$ cat config.mk
export PLATFORM = sky130hd
export DESIGN_NAME = hsync_line_decoder_flat
export DESIGN_NICKNAME = d
export VERILOG_FILES = /design/src/rtl/hsync_line_decoder_if.sv /design/src/rtl/hsync_line_decoder.sv /design/src/flat_wrapper.sv
export SDC_FILE = /design/constraint.sdc
export NUM_CORES = 1
export LEC_CHECK = 0
export CORE_MARGIN = 4
export CORE_UTILIZATION = 25
export CTS_CLUSTER_DIAMETER = 200
export CTS_CLUSTER_SIZE = 16
export DETAILED_ROUTE_END_ITERATION = 10
export GPL_TIMING_DRIVEN = 1
export HOLD_SLACK_MARGIN = 0.02
export MAX_ROUTING_LAYER = met4
export PLACE_DENSITY = 0.52
export SLEW_MARGIN = 10
export SYNTH_ARGS = -nofsm -noshare
export SYNTH_HDL_FRONTEND = slang
export SYNTH_SLANG_ARGS = --single-unit
$ cat constraint.sdc
create_clock -name clock -period 10.15 [get_ports clock]
set_clock_uncertainty 0.2 [all_clocks]
set_input_delay 3.045 -clock clock [delete_from_list [all_inputs] [get_ports clock]]
set_output_delay 3.045 -clock clock [all_outputs]
set_load 0.1 [all_outputs]
$ cat src/rtl/hsync_line_decoder_if.sv
// hsync_line_decoder_if
// Groups the sync-source side and the recovered-timing side of the
// horizontal sync decoder.
//   pixel_clock, hsync           : incoming pixel clock and horizontal sync
//   back_porch, active_video     : expected porch / active widths, in ticks
//   line_start, locked           : lead-edge pulse and timing-stable flag
//   video_active, xposition      : recovered active window and pixel index
//   measured_sync, measured_line : last measured sync width / line length
// master drives the source side, slave is the decoder.
interface hsync_line_decoder_if #(
    parameter int XRES = 10
);
    logic            pixel_clock;
    logic            hsync;
    logic [XRES-1:0] back_porch;
    logic [XRES-1:0] active_video;
    logic            line_start;
    logic            locked;
    logic            video_active;
    logic [XRES-1:0] xposition;
    logic [XRES-1:0] measured_sync;
    logic [XRES-1:0] measured_line;

    modport master (
        output pixel_clock, hsync, back_porch, active_video,
        input  line_start, locked, video_active, xposition,
               measured_sync, measured_line
    );

    modport slave (
        input  pixel_clock, hsync, back_porch, active_video,
        output line_start, locked, video_active, xposition,
               measured_sync, measured_line
    );
endinterface

$ cat src/rtl/hsync_line_decoder.sv
// hsync_line_decoder
// Samples hsync on pixel-clock ticks, measures sync width and line length,
// locks after LOCK_LINES identical lines and recovers the active-video
// window and pixel position.
//   clock : system clock, rising edge
//   reset : asynchronous, active-high
//   bus   : hsync_line_decoder_if.slave (see interface header)
//
// state  | meaning
// SEARCH | no line reference; waiting for a sync leading edge
// SYNC   | inside the sync pulse, timing its width
// LINE   | after the sync pulse, timing up to the next leading edge
module hsync_line_decoder #(
    parameter int XRES       = 10,
    parameter int LOCK_LINES = 3,
    parameter bit SYNC_HIGH  = 1'b1
) (
    input  logic                 clock,
    input  logic                 reset,
    hsync_line_decoder_if.slave  bus
);
    typedef enum logic [1:0] {
        ST_SEARCH,
        ST_SYNC,
        ST_LINE
    } state_t;

    localparam logic [XRES-1:0] CNT_MAX = '1;
    localparam logic [3:0]      LOCK_N  = 4'(LOCK_LINES);

    state_t          state_q, state_d;
    logic            pc_q;
    logic            hs_q;
    logic [XRES-1:0] cnt_q, cnt_d;
    logic [XRES-1:0] ms_q, ms_d;
    logic [XRES-1:0] ml_q, ml_d;
    logic [XRES-1:0] ref_sync_q, ref_sync_d;
    logic            have_ref_q, have_ref_d;
    logic [3:0]      match_q, match_d;
    logic            locked_q, locked_d;
    logic            va_q, va_d;
    logic [XRES-1:0] xpos_q, xpos_d;
    logic            ls_q;

    logic            s;
    logic            tick;
    logic            lead;
    logic            trail;
    logic            sat;
    logic [XRES-1:0] p;
    logic [XRES-1:0] a0;
    logic [XRES-1:0] rel;

    assign s     = SYNC_HIGH ? bus.hsync : ~bus.hsync;
    assign tick  = bus.pixel_clock & ~pc_q;
    assign lead  = tick & s & ~hs_q;
    assign trail = tick & ~s & hs_q;

    always_comb begin
        state_d    = state_q;
        cnt_d      = cnt_q;
        ms_d       = ms_q;
        ml_d       = ml_q;
        ref_sync_d = ref_sync_q;
        have_ref_d = have_ref_q;
        match_d    = match_q;
        locked_d   = locked_q;
        va_d       = va_q;
        xpos_d     = xpos_q;
        sat        = 1'b0;
        p          = '0;
        a0         = '0;
        rel        = '0;

        if (tick) begin
            if (lead)
                cnt_d = {{(XRES-1){1'b0}}, 1'b1};
            else if (cnt_q != CNT_MAX)
                cnt_d = cnt_q + 1'b1;

            // a lead always reloads the counter, so it can never saturate
            sat = ~lead & (cnt_d == CNT_MAX);

            unique case (state_q)
                ST_SEARCH: begin
                    if (lead)
                        state_d = ST_SYNC;
                end
                ST_SYNC: begin
                    if (sat) begin
                        state_d    = ST_SEARCH;
                        locked_d   = 1'b0;
                        match_d    = '0;
                        have_ref_d = 1'b0;
                    end else if (trail) begin
                        ms_d    = cnt_q;
                        state_d = ST_LINE;
                    end
                end
                ST_LINE: begin
                    if (lead) begin
                        ml_d       = cnt_q;
                        ref_sync_d = ms_q;
                        have_ref_d = 1'b1;
                        state_d    = ST_SYNC;
                        if (!have_ref_q) begin
                            // first measured line: nothing to compare against yet
                            match_d  = 4'd1;
                            locked_d = (LOCK_N == 4'd1);
                        end else if (cnt_q == ml_q && ms_q == ref_sync_q) begin
                            if (match_q < LOCK_N)
                                match_d = match_q + 4'd1;
                            locked_d = locked_q | (match_d == LOCK_N);
                        end else begin
                            match_d  = 4'd1;
                            locked_d = 1'b0;
                        end
                    end else if (sat) begin
                        state_d    = ST_SEARCH;
                        locked_d   = 1'b0;
                        match_d    = '0;
                        have_ref_d = 1'b0;
                    end
                end
                default: state_d = ST_SEARCH;
            endcase

            // position within the line counts from 0 at the leading-edge tick
            p      = cnt_d - 1'b1;
            a0     = ms_d + bus.back_porch;
            rel    = p - a0;
            va_d   = locked_d & (p >= a0) & (rel < bus.active_video);
            xpos_d = va_d ? rel : '0;
        end
    end

    always_ff @(posedge clock or posedge reset) begin
        if (reset) begin
            state_q    <= ST_SEARCH;
            pc_q       <= 1'b1;
            hs_q       <= 1'b1;
            cnt_q      <= '0;
            ms_q       <= '0;
            ml_q       <= '0;
            ref_sync_q <= '0;
            have_ref_q <= 1'b0;
            match_q    <= '0;
            locked_q   <= 1'b0;
            va_q       <= 1'b0;
            xpos_q     <= '0;
            ls_q       <= 1'b0;
        end else begin
            pc_q       <= bus.pixel_clock;
            ls_q       <= lead;
            if (tick)
                hs_q <= s;
            state_q    <= state_d;
            cnt_q      <= cnt_d;
            ms_q       <= ms_d;
            ml_q       <= ml_d;
            ref_sync_q <= ref_sync_d;
            have_ref_q <= have_ref_d;
            match_q    <= match_d;
            locked_q   <= locked_d;
            va_q       <= va_d;
            xpos_q     <= xpos_d;
        end
    end

    assign bus.line_start    = ls_q;
    assign bus.locked        = locked_q;
    assign bus.video_active  = va_q;
    assign bus.xposition     = xpos_q;
    assign bus.measured_sync = ms_q;
    assign bus.measured_line = ml_q;
endmodule

$ cat src/flat_wrapper.sv
// flat-port wrapper written by rule: the top's interface ports become plain ports
module hsync_line_decoder_flat 
#(
    parameter int XRES       = 10,
    parameter int LOCK_LINES = 3,
    parameter bit SYNC_HIGH  = 1'b1
)
  (clock, reset, bus_pixel_clock, bus_hsync, bus_back_porch, bus_active_video, bus_line_start, bus_locked, bus_video_active, bus_xposition, bus_measured_sync, bus_measured_line);
  hsync_line_decoder_if #(.XRES(XRES)) bus_i ();
  input  logic clock;
  input  logic reset;
  input wire logic [$bits(bus_i.pixel_clock)-1:0] bus_pixel_clock;
  input wire logic [$bits(bus_i.hsync)-1:0] bus_hsync;
  input wire logic [$bits(bus_i.back_porch)-1:0] bus_back_porch;
  input wire logic [$bits(bus_i.active_video)-1:0] bus_active_video;
  output wire logic [$bits(bus_i.line_start)-1:0] bus_line_start;
  output wire logic [$bits(bus_i.locked)-1:0] bus_locked;
  output wire logic [$bits(bus_i.video_active)-1:0] bus_video_active;
  output wire logic [$bits(bus_i.xposition)-1:0] bus_xposition;
  output wire logic [$bits(bus_i.measured_sync)-1:0] bus_measured_sync;
  output wire logic [$bits(bus_i.measured_line)-1:0] bus_measured_line;
  assign bus_i.pixel_clock = bus_pixel_clock;
  assign bus_i.hsync = bus_hsync;
  assign bus_i.back_porch = bus_back_porch;
  assign bus_i.active_video = bus_active_video;
  assign bus_line_start = bus_i.line_start;
  assign bus_locked = bus_i.locked;
  assign bus_video_active = bus_i.video_active;
  assign bus_xposition = bus_i.xposition;
  assign bus_measured_sync = bus_i.measured_sync;
  assign bus_measured_line = bus_i.measured_line;
  hsync_line_decoder #(.XRES(XRES), .LOCK_LINES(LOCK_LINES), .SYNC_HIGH(SYNC_HIGH)) u_core (.clock(clock), .reset(reset), .bus(bus_i));
endmodule
* Yosys cells after proc, flatten, opt, wreduce, memory -nomap -nowiden
Index checks and enable logic that the tools add are counted.
Cells by class: add/subtract/negate cells 5, multipliers 0, divide/modulo/power cells 0, order comparisons 3, eq/ne operators 10, shift-type cells 0, muxes and demuxes 34, bitwise logic cells 13, reduce and logical (&&, ||, !) cells 6
Operators by type and width (number):
- two-way mux 10 bit | 8
- two-way mux 4 bit | 10
- == test 10 bit | 2
- adder 10 x 1 -> 10 bit, second input constant | 1
- adder 10 bit | 1
- == test 10 bit, second input constant | 1
- greater-or-equal comparator 10 bit | 1
- < comparator 10 bit | 1
- two-way mux 2 bit | 5
- inequality test 10 bit, second input constant | 1
- subtractor 10 x 1 -> 10 bit, second input constant | 1
- subtractor 10 bit | 1
- AND 1 bit | 8
- one-hot mux 4 bit (2 select lines) | 1
- two-way mux 1 bit | 7
- inequality test 3 x 1 -> 1 bit, second input constant | 2
- one-hot mux 2 bit (3 select lines) | 1
- adder 4 x 1 -> 4 bit, second input constant | 1
- == test 4 x 2 -> 1 bit, second input constant | 1
- < comparator 4 x 2 -> 1 bit, second input constant | 1
- NOT 1 bit | 4
- one-hot mux 1 bit (2 select lines) | 2
- AND reduction 4 bit | 1
- AND reduction 3 bit | 1
- other kinds (8) | 8
Storage, ports and cells: flip-flop bits (word level) 62, bits in latches 0, RAM bits 0, memory bits (read-only) 0, input port bits 24, output and inout port bits 33, logic and storage cells 84, memories kept 0

* Depth between registers and ports, before layout
Gate-level depths: netlist of the first run.
word-level depth 17, depth in mapped cells 35, gate-level depth less buffers 32

* Least setup slack after synthesis of the first run
Ideal clock, no wire load.
kind input port to flip-flop, from input port bus_pixel_clock, to register u_core.xpos_q[0] (netlist: u_core.bus.xposition[0]), setup time 0.069 ns, arrival 9.246 ns, data required time 9.881 ns, path slack 0.635 ns, stages on the path 33, path buffers 4, path through nand2b_1 -> or2_1 -> inv_2 -> buf_2 -> or2_2 -> inv_1 -> ha_1 -> or4b_4 -> nor4b_4 -> nand4_2 -> nor2b_4 -> buf_6 -> buf_6 -> mux2_2 -> ha_1 -> a21o_1 -> a21oi_1 -> o21ai_0 -> nor2_1 -> xor2_1 -> ha_1 -> or2_2 -> a21oi_1 -> a21oi_1 -> a21o_1 -> a21oi_1 -> xnor2_1 -> ha_1 -> a2111oi_0 -> o221ai_1 -> a31oi_1 -> clkbuf_1 -> a22o_1
Between the ends: longest elaborated chain between the ends 15, elaborated cells between the ends (all ways) 26, classes of those cells add/sub (3); order compare (2); eq/ne (1); mux (11); bitwise (9)
RTL lines:
- start: declaration | RTL line flat_wrapper.sv:12 | input wire logic [$bits(bus_i.pixel_clock)-1:0] bus_pixel_clock;
- AND 1 bit * | RTL line hsync_line_decoder.sv:55 | assign tick = bus.pixel_clock & ~pc_q;
- AND 1 bit * (2 in series) | RTL line hsync_line_decoder.sv:56 | assign lead = tick & s & ~hs_q;
- net u_core.lead | RTL line hsync_line_decoder.sv:47 | logic lead;
- two-way mux 10 bit | RTL line hsync_line_decoder.sv:76 | if (lead)
- two-way mux 10 bit | RTL line hsync_line_decoder.sv:75 | if (tick) begin
- == test 10 bit | RTL line hsync_line_decoder.sv:82 | sat = ~lead & (cnt_d == CNT_MAX);
- AND 1 bit | RTL line hsync_line_decoder.sv:82
- two-way mux 10 bit | RTL line hsync_line_decoder.sv:90 | if (sat) begin
- two-way mux 10 bit | RTL line hsync_line_decoder.sv:84 | unique case (state_q)
- two-way mux 10 bit | RTL line hsync_line_decoder.sv:75
- adder 10 bit | RTL line hsync_line_decoder.sv:130 | a0 = ms_d + bus.back_porch;
- subtractor 10 bit / greater-or-equal comparator 10 bit (equally long branches) | RTL line hsync_line_decoder.sv:131, hsync_line_decoder.sv:132
- < comparator 10 bit / AND 1 bit (equally long branches) | RTL line hsync_line_decoder.sv:132 | va_d = locked_d & (p >= a0) & (rel < bus.active_video);
- AND 1 bit | RTL line hsync_line_decoder.sv:132
- two-way mux 10 bit * | RTL line hsync_line_decoder.sv:133 | xpos_d = va_d ? rel : '0;
- end signal: assignment | RTL line hsync_line_decoder.sv:166 | xpos_q <= xpos_d;
- end: declaration | RTL line hsync_line_decoder.sv:42 | logic [XRES-1:0] xpos_q, xpos_d;
Mark *: on every way through the listed nets, which the timed path passes. The rest lies on a longest branch. The select of a mux whose other input is x is not followed. A chain may end at the register's enable or synchronous reset.

* Final worst setup path of the first run
from input port bus_hsync, to register u_core.xpos_q[7] (netlist: u_core.bus.xposition[7])
Between the ends: longest elaborated chain between the ends 14, elaborated cells between the ends (all ways) 26, classes of those cells add/sub (3); order compare (2); eq/ne (1); mux (11); bitwise (9)
RTL lines:
- start: declaration | RTL line flat_wrapper.sv:13 | input wire logic [$bits(bus_i.hsync)-1:0] bus_hsync;
- AND 1 bit (2 in series) | RTL line hsync_line_decoder.sv:56
- two-way mux 10 bit | RTL line hsync_line_decoder.sv:76
- two-way mux 10 bit | RTL line hsync_line_decoder.sv:75
- == test 10 bit | RTL line hsync_line_decoder.sv:82
- AND 1 bit | RTL line hsync_line_decoder.sv:82
- two-way mux 10 bit | RTL line hsync_line_decoder.sv:90
- two-way mux 10 bit | RTL line hsync_line_decoder.sv:84
- two-way mux 10 bit | RTL line hsync_line_decoder.sv:75
- adder 10 bit | RTL line hsync_line_decoder.sv:130
- subtractor 10 bit / greater-or-equal comparator 10 bit (equally long branches) | RTL line hsync_line_decoder.sv:131, hsync_line_decoder.sv:132
- < comparator 10 bit / AND 1 bit (equally long branches) | RTL line hsync_line_decoder.sv:132
- AND 1 bit | RTL line hsync_line_decoder.sv:132
- two-way mux 10 bit * | RTL line hsync_line_decoder.sv:133
Mark *: on every way between the ends. The rest lies on a longest branch, timed or not. The select of a mux whose other input is x is not followed.

==> impl_metrics.py, run 1 <==
metrics = {
    "status": {
        "status": "complete, no violations",
    },
    "power_and_ir_drop": {
        "leakage_nw": 2.62,
        "switching_power_w": 0.000729,
        "pwr-share-comb_pct": 54.1,
        "clkPwrFrac_pct": 21.9,
        "p_sw_share_pct": 46.5,
        "peakVddDrop_mv": 0.0995,
        "p_int_w": 0.000838,
        "powerDensity_nw_per_um2": 283,
        "seqPwrFrac_pct": 24.0,
    },
    "timing": {
        "drv_slew": 0,
        "fin_crit_ps": 9620,
        "fmax_ghz": 0.104,
        "post-route-period-util_pct": 94.8,
        "finalHoldViolations": 0,
        "rsz0062_at_grt": "no",
        "setup_violations": 0,
        "slew_headroom_pct": 32.9,
        "tightestPinTransition_ps": 1000,
        "setup_tns_ps": 0,
        "timing.final.ws_setup_ps": 525,
    },
    "synth": {
        "yosysMostFrequentCell": "dfrtp_1",
        "synth_area_per_cell_um2": 9.74,
        "seq_area_frac_synth_pct": 35.3,
        "synth_area_um2": 4400,
        "yosys_most_used_dff": "dfrtp_1",
        "syn-num-nets": 514,
        "synth_top_cell_by_area": "dfrtp_1",
        "yosys-top-cells-count": "60 x dfrtp_1, 38 x mux2_2, 37 x nand2_1",
        "netlist_instances": 452,
        "ys_types": 60,
        "ys_ff_latch": 62,
        "synthArstFlopShare_pct": 100,
        "ys_warn_count": 0,
        "synth_top_cell_area_share_pct": 34.1,
        "synth_edf_count": 0,
        "netlist_top_cells_area": "dfrtp_1 34%, ha_1 10%, mux2_2 9.7%",
    },
    "grt": {
        "overflow": 0,
        "antenna_found_initial": 0,
        "grt.total_usage_pct": 12.4,
        "grt_pass1_vias": 3737,
        "grt_max_degree": 63,
        "grt_pass1_wl_um": 19100,
    },
    "critical_path": {
        "reg2reg_depth": 31,
        "worst-path-buf-inv": 4,
        "cpPeakStageDelay_ps": 470,
        "slowest_stage": "or4b_4",
        "cp_num_cells": 31,
        "crit_required_ps": 10220,
        "critPathLaunchType": "input pin",
        "crit_type": "in2reg",
        "rrSetupSlack_ps": 2370,
        "cp-startpoint": "bus_hsync",
        "crit_family": "simple AND/OR/NAND/NOR gates",
        "crit_path_max_fanout": 19,
        "cp-end-kind": "register",
        "worst_ep_arrival_time_ps": 9690,
        "worstReg2RegStart": "u_core.cnt_q[0]$_DFFE_PP0N_",
    },
    "die": {
        "die_w_um": 141,
        "num_rows": 48,
        "die_area_um2": 19800,
        "core_um2": 17300,
        "die_y_um": 141,
        "io_pins": 57,
        "initial_core_util_pct": 25.4,
    },
    "drt": {
        "drt_iter0_drc": 200,
        "routed_wl_um": 12000,
        "wire_per_inst_um": 16.3,
        "num_vias": 3588,
        "postRouteAntennaNets": 0,
        "drc": 0,
        "first_pass_iters": 4,
        "viasPerCell": 4.88,
    },
    "clock_network": {
        "cts.reportedPaths.clkPinSlew_ps": 60,
        "cts_tree": "yes",
        "post_cts_buffers": 0,
        "cts_hold_buffers": 0,
        "numClockSinks": 62,
        "cts_resized": 0,
        "cts_max_level": 3,
        "clock_path_buffers": 2,
        "cts_root_buffer": "clkbuf_16",
        "cts_buffers": 9,
        "clk_latency_ps": 330,
    },
    "run": {
        "max_cap_violations": 0,
    },
    "placement": {
        "routabilityCongestion": 0.901,
        "place_ws_ps": 168,
        "io_buffers": 56,
        "detailed_place_hpwl_um": 9080,
    },
    "hold_path": {
        "worstHoldPathType": "reg2reg",
        "hp-start": "u_core.hs_q$_DFFE_PP1N_",
        "whs_path_depth": 2,
    },
    "finish": {
        "synthToLayoutAreaGrowth_pct": 25.6,
        "antennaDiodeCount": 0,
        "nNetsFinal": 568,
        "final_layout_size_suffix_gt1_share_pct": 15.3,
        "n_fill_cell": 1785,
    },
}
-- final timing paths --
path | endpoint
worst max-delay path | u_core.bus.xposition[7]$_DFFE_PP0N_
worst min-delay path | u_core.hs_q$_DFFE_PP1N_
worst max register to register | u_core.bus.xposition[7]$_DFFE_PP0N_
worst min register to register | u_core.hs_q$_DFFE_PP1N_
max in group asynchronous | u_core.bus.measured_sync[1]$_DFFE_PP0N_
min in group asynchronous | u_core.match_q[3]$_DFFE_PP0P_
-- routing by layer --
layer	global-route usage, %	vias up	part of all wire [%]
met4	5.71	0	3.8
li1	-	1719	-
met2	20.6	95	48
met3	2.27	27	3.5
met1	14.5	1747	44
met5	-	-	0
-- per-stage QoR --
stage | util, % | instance area, um2 | instances | hold WS (ps) | total power, W
after floorplan | - | 4400 | 452 | 248 | 0.00101
after global placement | 30.0 | 5190 | 720 | 262 | 0.00121
after detailed placement | 30.0 | 5190 | 720 | 270 | 0.00122
after CTS | 32.0 | 5530 | 736 | 278 | 0.00158
after global routing | 32.0 | 5530 | 736 | 303 | 0.00168
final | 32.0 | 5530 | 736 | 274 | 0.00157
-- state kept, by name, indices dropped and copies added (netlist names) --
name and flops:
u_core.bus.measured_line 10, u_core.bus.measured_sync 10, u_core.bus.xposition 10, u_core.cnt_q 10, u_core.ref_sync_q 10, u_core.match_q 4, u_core.state_q 2, u_core.bus.line_start 1
u_core.bus.locked 1, u_core.bus.video_active 1, u_core.have_ref_q 1, u_core.hs_q 1, u_core.pc_q 1
-- power groups by stage --
stage	registers (W)	logic, W	clock network [W]
floorplan	0.000532	0.000478	0
global placement	0.000376	0.000833	0
detailed placement	0.000380	0.000845	0
CTS	0.000376	0.000852	0.000351
global route	0.000384	0.000932	0.000362
finish	0.000377	0.000847	0.000344
-- tightest hold or removal path, cell delays in order, from the launching register on --
cell and delay [ps]:
dfstp_2 370, nand2_1 50, nand2_1 50
-- layout by cell type (no fill, tap or decap), types with 4 or more instances in the layout --
cell,netlist,routed
nand2b_1,8,8
xor2_1,29,29
and2_1,6,6
nand2_1,37,37
a21o_1,9,9
nand3_1,11,11
nor3_1,11,11
nand4b_1,4,4
nor4_1,7,7
a31oi_1,8,8
inv_1,21,20
ha_1,36,36
dfrtp_1,60,60
buf_4,2,7
mux2_2,38,38
nand4_1,5,5
nor2b_1,4,4
xnor2_1,12,12
a22o_1,10,10
clkbuf_16,0,9
a21oi_1,19,19
nor2_1,26,26
clkdlybuf4s50_1,0,56
o21ai_0,22,22
-- final cells by class --
cell class	count	area [um2]	area share, %
tap	225	282	5.09
timing repair buffer	63	613	11.1
clock inverter	3	65.1	1.18
inverter	22	82.6	1.49
multi-input combinational	348	2660	48.2
sequential	62	1550	28.1
clock buffer	13	270	4.89
-- cell families (layout without fill, tap and decap cells) --
family / Yosys count / count (layout) / synth area share (%)
buffers and inverters: 42 / 101 / 4.18
multiplexers: 41 / 41 / 10.5
flip-flops: 62 / 62 / 35.3
adder cells (fa/ha/maj): 38 / 38 / 11.1
AND/OR/NAND/NOR: 137 / 137 / 16.8
XOR/XNOR: 42 / 42 / 8.67
AO/OA/AOI/OAI: 90 / 90 / 13.4
Note: power is estimated with default switching activity, not from simulation.
==> run 2: changes to the inputs <==
CAP_MARGIN = 10   (was not set)
CTS_BUF_LIST = sky130_fd_sc_hd__clkbuf_8   (was not set)
==> impl_metrics.py, run 2 (same netlist as run 1, synthesis figures left out) <==
metrics = {
    "finish": {
        "n_fill_cell": 1805,
        "antennaDiodeCount": 0,
        "seq_area_um2": 1550,
        "final_common_cell": "dfrtp_1",
        "synthToLayoutAreaGrowth_pct": 23.3,
        "final_layout_size_suffix_gt1_share_pct": 15.3,
        "nNetsFinal": 568,
        "post-route-util_pct": 31.4,
        "multi_input_area_um2": 2660,
        "layout_common_cells": "60 x dfrtp_1, 56 x clkdlybuf4s50_1, 38 x mux2_2, 37 x nand2_1, 36 x ha_1",
    },
    "critical_path": {
        "slowest_stage": "or4b_4",
        "regToRegEndpoint": "u_core.bus.xposition[9]$_DFFE_PP0N_",
        "cpPeakStageDelay_ps": 470,
        "cp-end-kind": "register",
        "worst-path-buf-inv": 4,
        "rrSetupSlack_ps": 2340,
        "critPathLaunchType": "input pin",
        "worst_ep_arrival_time_ps": 9710,
        "worstReg2RegStart": "u_core.cnt_q[0]$_DFFE_PP0N_",
        "crit_required_ps": 10240,
        "reg2reg_depth": 31,
        "crit_path_max_fanout": 19,
        "crit_family": "simple AND/OR/NAND/NOR gates",
        "crit_type": "in2reg",
    },
    "die": {
        "die_w_um": 141,
        "die_y_um": 141,
        "core_um2": 17300,
        "num_rows": 48,
        "die_area_um2": 19800,
        "initial_core_util_pct": 25.4,
        "io_pins": 57,
    },
    "drt": {
        "num_vias": 3560,
        "postRouteAntennaNets": 0,
        "drt_iter0_drc": 146,
        "first_pass_iters": 4,
        "wire_per_inst_um": 16.2,
        "routed_wl_um": 12000,
        "viasPerCell": 4.84,
        "drc": 0,
    },
    "clock_network": {
        "clk_latency_ps": 360,
        "cts_hold_buffers": 0,
        "cts.reportedPaths.clkPinSlew_ps": 60,
        "cts_max_level": 3,
        "cts_resized": 0,
        "numClockSinks": 62,
        "cts_buffers": 9,
        "cts_root_buffer": "clkbuf_8",
        "post_cts_buffers": 0,
        "cts_tree": "yes",
        "clock_path_buffers": 2,
    },
    "grt": {
        "grt_pass1_wl_um": 19100,
        "grt_pass1_vias": 3694,
        "grt.total_usage_pct": 12.4,
        "grt_max_degree": 63,
        "antenna_found_initial": 0,
        "overflow": 0,
    },
    "placement": {
        "routabilityCongestion": 0.901,
        "io_buffers": 56,
        "detailed_place_hpwl_um": 9080,
    },
    "hold_path": {
        "worstHoldPathType": "reg2reg",
        "whs_endpoint": "u_core.hs_q$_DFFE_PP1N_",
        "hp-start": "u_core.hs_q$_DFFE_PP1N_",
        "whs_path_depth": 2,
    },
    "power_and_ir_drop": {
        "powerDensity_nw_per_um2": 273,
        "peakVddDrop_mv": 0.0997,
        "leakage_nw": 2.58,
    },
    "timing": {
        "fmax_ghz": 0.104,
        "rsz0062_at_grt": "no",
        "slew_headroom_pct": 32.9,
        "drv_slew": 0,
        "setup_tns_ps": 0,
        "finalHoldViolations": 0,
        "fin_crit_ps": 9620,
        "post-route-period-util_pct": 94.8,
        "tightestPinTransition_ps": 1000,
        "setup_violations": 0,
    },
    "status": {
        "status": "complete, no violations",
    },
    "run": {
        "max_cap_violations": 0,
    },
}
## run 2: cell types whose count changed in the layout (fill, tap and decap cells not counted)
cell       delta
clkbuf_16     -9
clkbuf_8      +9
clkbuf_1      -1
inv_1         +1
## run 2: tightest hold or removal path: stages (launching register included)
cell and delay, ps:
dfstp_2 380, nand2_1 50, nand2_1 50
## run 2: worst max path at each step
stage	start	end	slack [ps]	depth (start not counted)
final	bus_hsync	u_core.bus.xposition[9]$_DFFE_PP0N_	530	31
after detailed placement	bus_pixel_clock	u_core.bus.xposition[0]$_DFFE_PP0N_	170	31
after CTS	bus_hsync	u_core.bus.xposition[9]$_DFFE_PP0N_	490	31
after floorplan	bus_pixel_clock	u_core.bus.xposition[0]$_DFFE_PP0N_	640	33
after global routing	bus_hsync	u_core.bus.xposition[9]$_DFFE_PP0N_	130	31
after global placement	bus_hsync	u_core.bus.xposition[2]$_DFFE_PP0N_	410	31
## run 2: report_power, final
part           leakage, nW  internal (W)  total [W]  switching, W
sequential           0.833      0.000296   0.000376     0.0000798
combinational         1.62      0.000307   0.000844      0.000537
clock                0.124      0.000157   0.000259      0.000102
total                 2.58      0.000760    0.00148      0.000720
## run 2: per-layer routing
metal	track usage [%]	wire [um]	share of wire (%)	up-vias
met2	20.9	5870	49	92
met4	6.32	416	3.5	0
met3	1.49	416	3.5	23
met5	-	0	0	-
li1	-	-	-	1719
met1	14.6	5250	44	1726
## run 2: metrics by stage
step	hold WS (ps)	cell area (um2)	power, W	setup slack (ps)	std cells
2_1_floorplan	248	4400	0.00101	635	452
3_3_place_gp	262	5190	0.00121	415	720
3_5_place_dp	270	5190	0.00122	168	720
4_1_cts	280	5430	0.00149	493	736
5_1_grt	308	5430	0.00159	134	736
6_report	276	5430	0.00148	526	736
## run 2: area by class of cell
class,count,area share (%)
multi-input cells,348,49.1
clock buffers,12,3.04
well taps,225,5.19
clock inverters,4,1.27
repair buffers,63,11.3
flip-flops and latches,62,28.6
inverters,22,1.52
==> run 3: changes to the inputs <==
HOLD_SLACK_MARGIN = not set   (was 0.02)
MAX_ROUTING_LAYER = not set   (was met4)
==> impl_metrics.py, run 3 (same netlist as run 1, synthesis figures left out) <==
metrics = {
    "placement": {
        "place_ws_ps": 168,
        "placed_area_um2": 5190,
        "io_buffers": 56,
        "routabilityCongestion": 0.886,
        "detailed_place_hpwl_um": 9080,
    },
    "clock_network": {
        "clock_path_buffers": 2,
        "cts_tree": "yes",
        "cts_hold_buffers": 0,
        "cts_root_buffer": "clkbuf_8",
        "clk_latency_ps": 360,
        "cts_buffers": 9,
        "post_cts_buffers": 0,
        "cts_resized": 0,
        "numClockSinks": 62,
        "cts_max_level": 3,
        "cts.reportedPaths.clkPinSlew_ps": 70,
    },
    "power_and_ir_drop": {
        "switching_power_w": 0.000719,
        "leakage_nw": 2.58,
        "peakVddDrop_mv": 0.0999,
        "p_sw_share_pct": 48.6,
        "clkPwrFrac_pct": 17.5,
        "p_int_w": 0.000760,
        "pwr-share-comb_pct": 57.1,
        "powerDensity_nw_per_um2": 272,
        "seqPwrFrac_pct": 25.4,
    },
    "grt": {
        "grt.total_usage_pct": 12.1,
        "grt_pass1_vias": 3679,
        "grt_max_degree": 63,
        "overflow": 0,
        "antenna_found_initial": 0,
        "grt_pass1_wl_um": 19100,
    },
    "die": {
        "die_y_um": 141,
        "die_w_um": 141,
        "initial_core_util_pct": 25.4,
        "core_um2": 17300,
        "die_area_um2": 19800,
        "io_pins": 57,
        "num_rows": 48,
    },
    "timing": {
        "fin_crit_ps": 9630,
        "setup_violations": 0,
        "setup_tns_ps": 0,
        "fmax_ghz": 0.104,
        "tightestPinTransition_ps": 1000,
        "finalHoldViolations": 0,
        "post-route-period-util_pct": 94.8,
        "slew_headroom_pct": 32.9,
        "rsz0062_at_grt": "no",
        "drv_slew": 0,
        "timing.final.ws_setup_ps": 524,
    },
    "finish": {
        "fin_area_um2": 5430,
        "final_layout_size_suffix_gt1_share_pct": 15.3,
        "n_fill_cell": 1805,
        "final_common_cell": "dfrtp_1",
        "antennaDiodeCount": 0,
        "nNetsFinal": 568,
        "layout_common_cells": "60 x dfrtp_1, 56 x clkdlybuf4s50_1, 38 x mux2_2, 37 x nand2_1, 36 x ha_1",
        "synthToLayoutAreaGrowth_pct": 23.3,
        "post-route-util_pct": 31.4,
    },
    "drt": {
        "first_pass_iters": 4,
        "wire_per_inst_um": 16.2,
        "drt_iter0_drc": 165,
        "postRouteAntennaNets": 0,
        "drc": 0,
        "routed_wl_um": 11900,
        "num_vias": 3548,
        "viasPerCell": 4.82,
    },
    "critical_path": {
        "worstReg2RegStart": "u_core.cnt_q[0]$_DFFE_PP0N_",
        "cp-end-kind": "register",
        "crit_required_ps": 10240,
        "rrSetupSlack_ps": 2340,
        "slowest_stage": "or4b_4",
        "crit_path_max_fanout": 19,
        "worst_ep_arrival_time_ps": 9720,
        "reg2reg_depth": 31,
        "crit_type": "in2reg",
        "regToRegEndpoint": "u_core.bus.xposition[9]$_DFFE_PP0N_",
        "cpPeakStageDelay_ps": 470,
        "critPathLaunchType": "input pin",
    },
    "hold_path": {
        "worstHoldPathType": "reg2reg",
        "hp-start": "u_core.hs_q$_DFFE_PP1N_",
        "whs_path_depth": 2,
        "whs_endpoint": "u_core.hs_q$_DFFE_PP1N_",
    },
    "run": {
        "max_cap_violations": 0,
    },
    "status": {
        "status": "complete, no violations",
    },
}
## run 3: cell counts in the layout (fill, tap and decap cells not counted)
Identical to the previous run, type by type.
## run 3: cell type report
type / instances / area (um2) / area share [%]
Inverter: 22 / 82.6 / 1.52
Sequential cell: 62 / 1550 / 28.6
Timing Repair Buffer: 63 / 613 / 11.3
Multi-Input combinational cell: 348 / 2660 / 49.1
Clock inverter: 4 / 68.8 / 1.27
Clock buffer: 12 / 165 / 3.04
Tap cell: 225 / 282 / 5.19
## run 3: stage by stage
| step | instances | hold slack, ps | total power [W] |
|---|---|---|---|
| 3_5_place_dp | 720 | 270 | 0.00122 |
| 4_1_cts | 736 | 280 | 0.00149 |
| 5_1_grt | 736 | 308 | 0.00159 |
| 6_report | 736 | 276 | 0.00148 |
| 2_1_floorplan | 452 | 248 | 0.00101 |
| 3_3_place_gp | 720 | 262 | 0.00121 |
## run 3: worst max path at each step
stage                               start                             endpoint  slack (ps)  cells past startpoint
final                           bus_hsync  u_core.bus.xposition[9]$_DFFE_PP0N_         520                     31
after global routing            bus_hsync  u_core.bus.xposition[9]$_DFFE_PP0N_         140                     31
after detailed placement  bus_pixel_clock  u_core.bus.xposition[0]$_DFFE_PP0N_         170                     31
after global placement          bus_hsync  u_core.bus.xposition[2]$_DFFE_PP0N_         410                     31
after CTS                       bus_hsync  u_core.bus.xposition[9]$_DFFE_PP0N_         490                     31
after floorplan           bus_pixel_clock  u_core.bus.xposition[0]$_DFFE_PP0N_         640                     33
## run 3: worst max-delay path: cells and delay by family
kind	cells	cell delay, ps
AO/OA/AOI/OAI	11	2100
AND/OR/NAND/NOR	9	2090
adder cells (fa/ha/maj)	4	980
buffers and inverters	4	830
XOR/XNOR	2	340
multiplexers	1	320
## run 3: routing by layer
layer	track usage, %	share of wire [%]	up-vias
met5	0	0	-
met2	20.7	49	76
met1	14.6	44	1728
met3	2.31	3.8	21
li1	-	-	1723
met4	5.56	3.1	0
## run 3: power by group through the flow
stage	combinational, W	sequential (W)	clock [W]
4_1_cts	0.000851	0.000375	0.000266
3_3_place_gp	0.000833	0.000376	0
2_1_floorplan	0.000478	0.000532	0
5_1_grt	0.000931	0.000383	0.000275
3_5_place_dp	0.000845	0.000380	0
6_report	0.000844	0.000375	0.000259
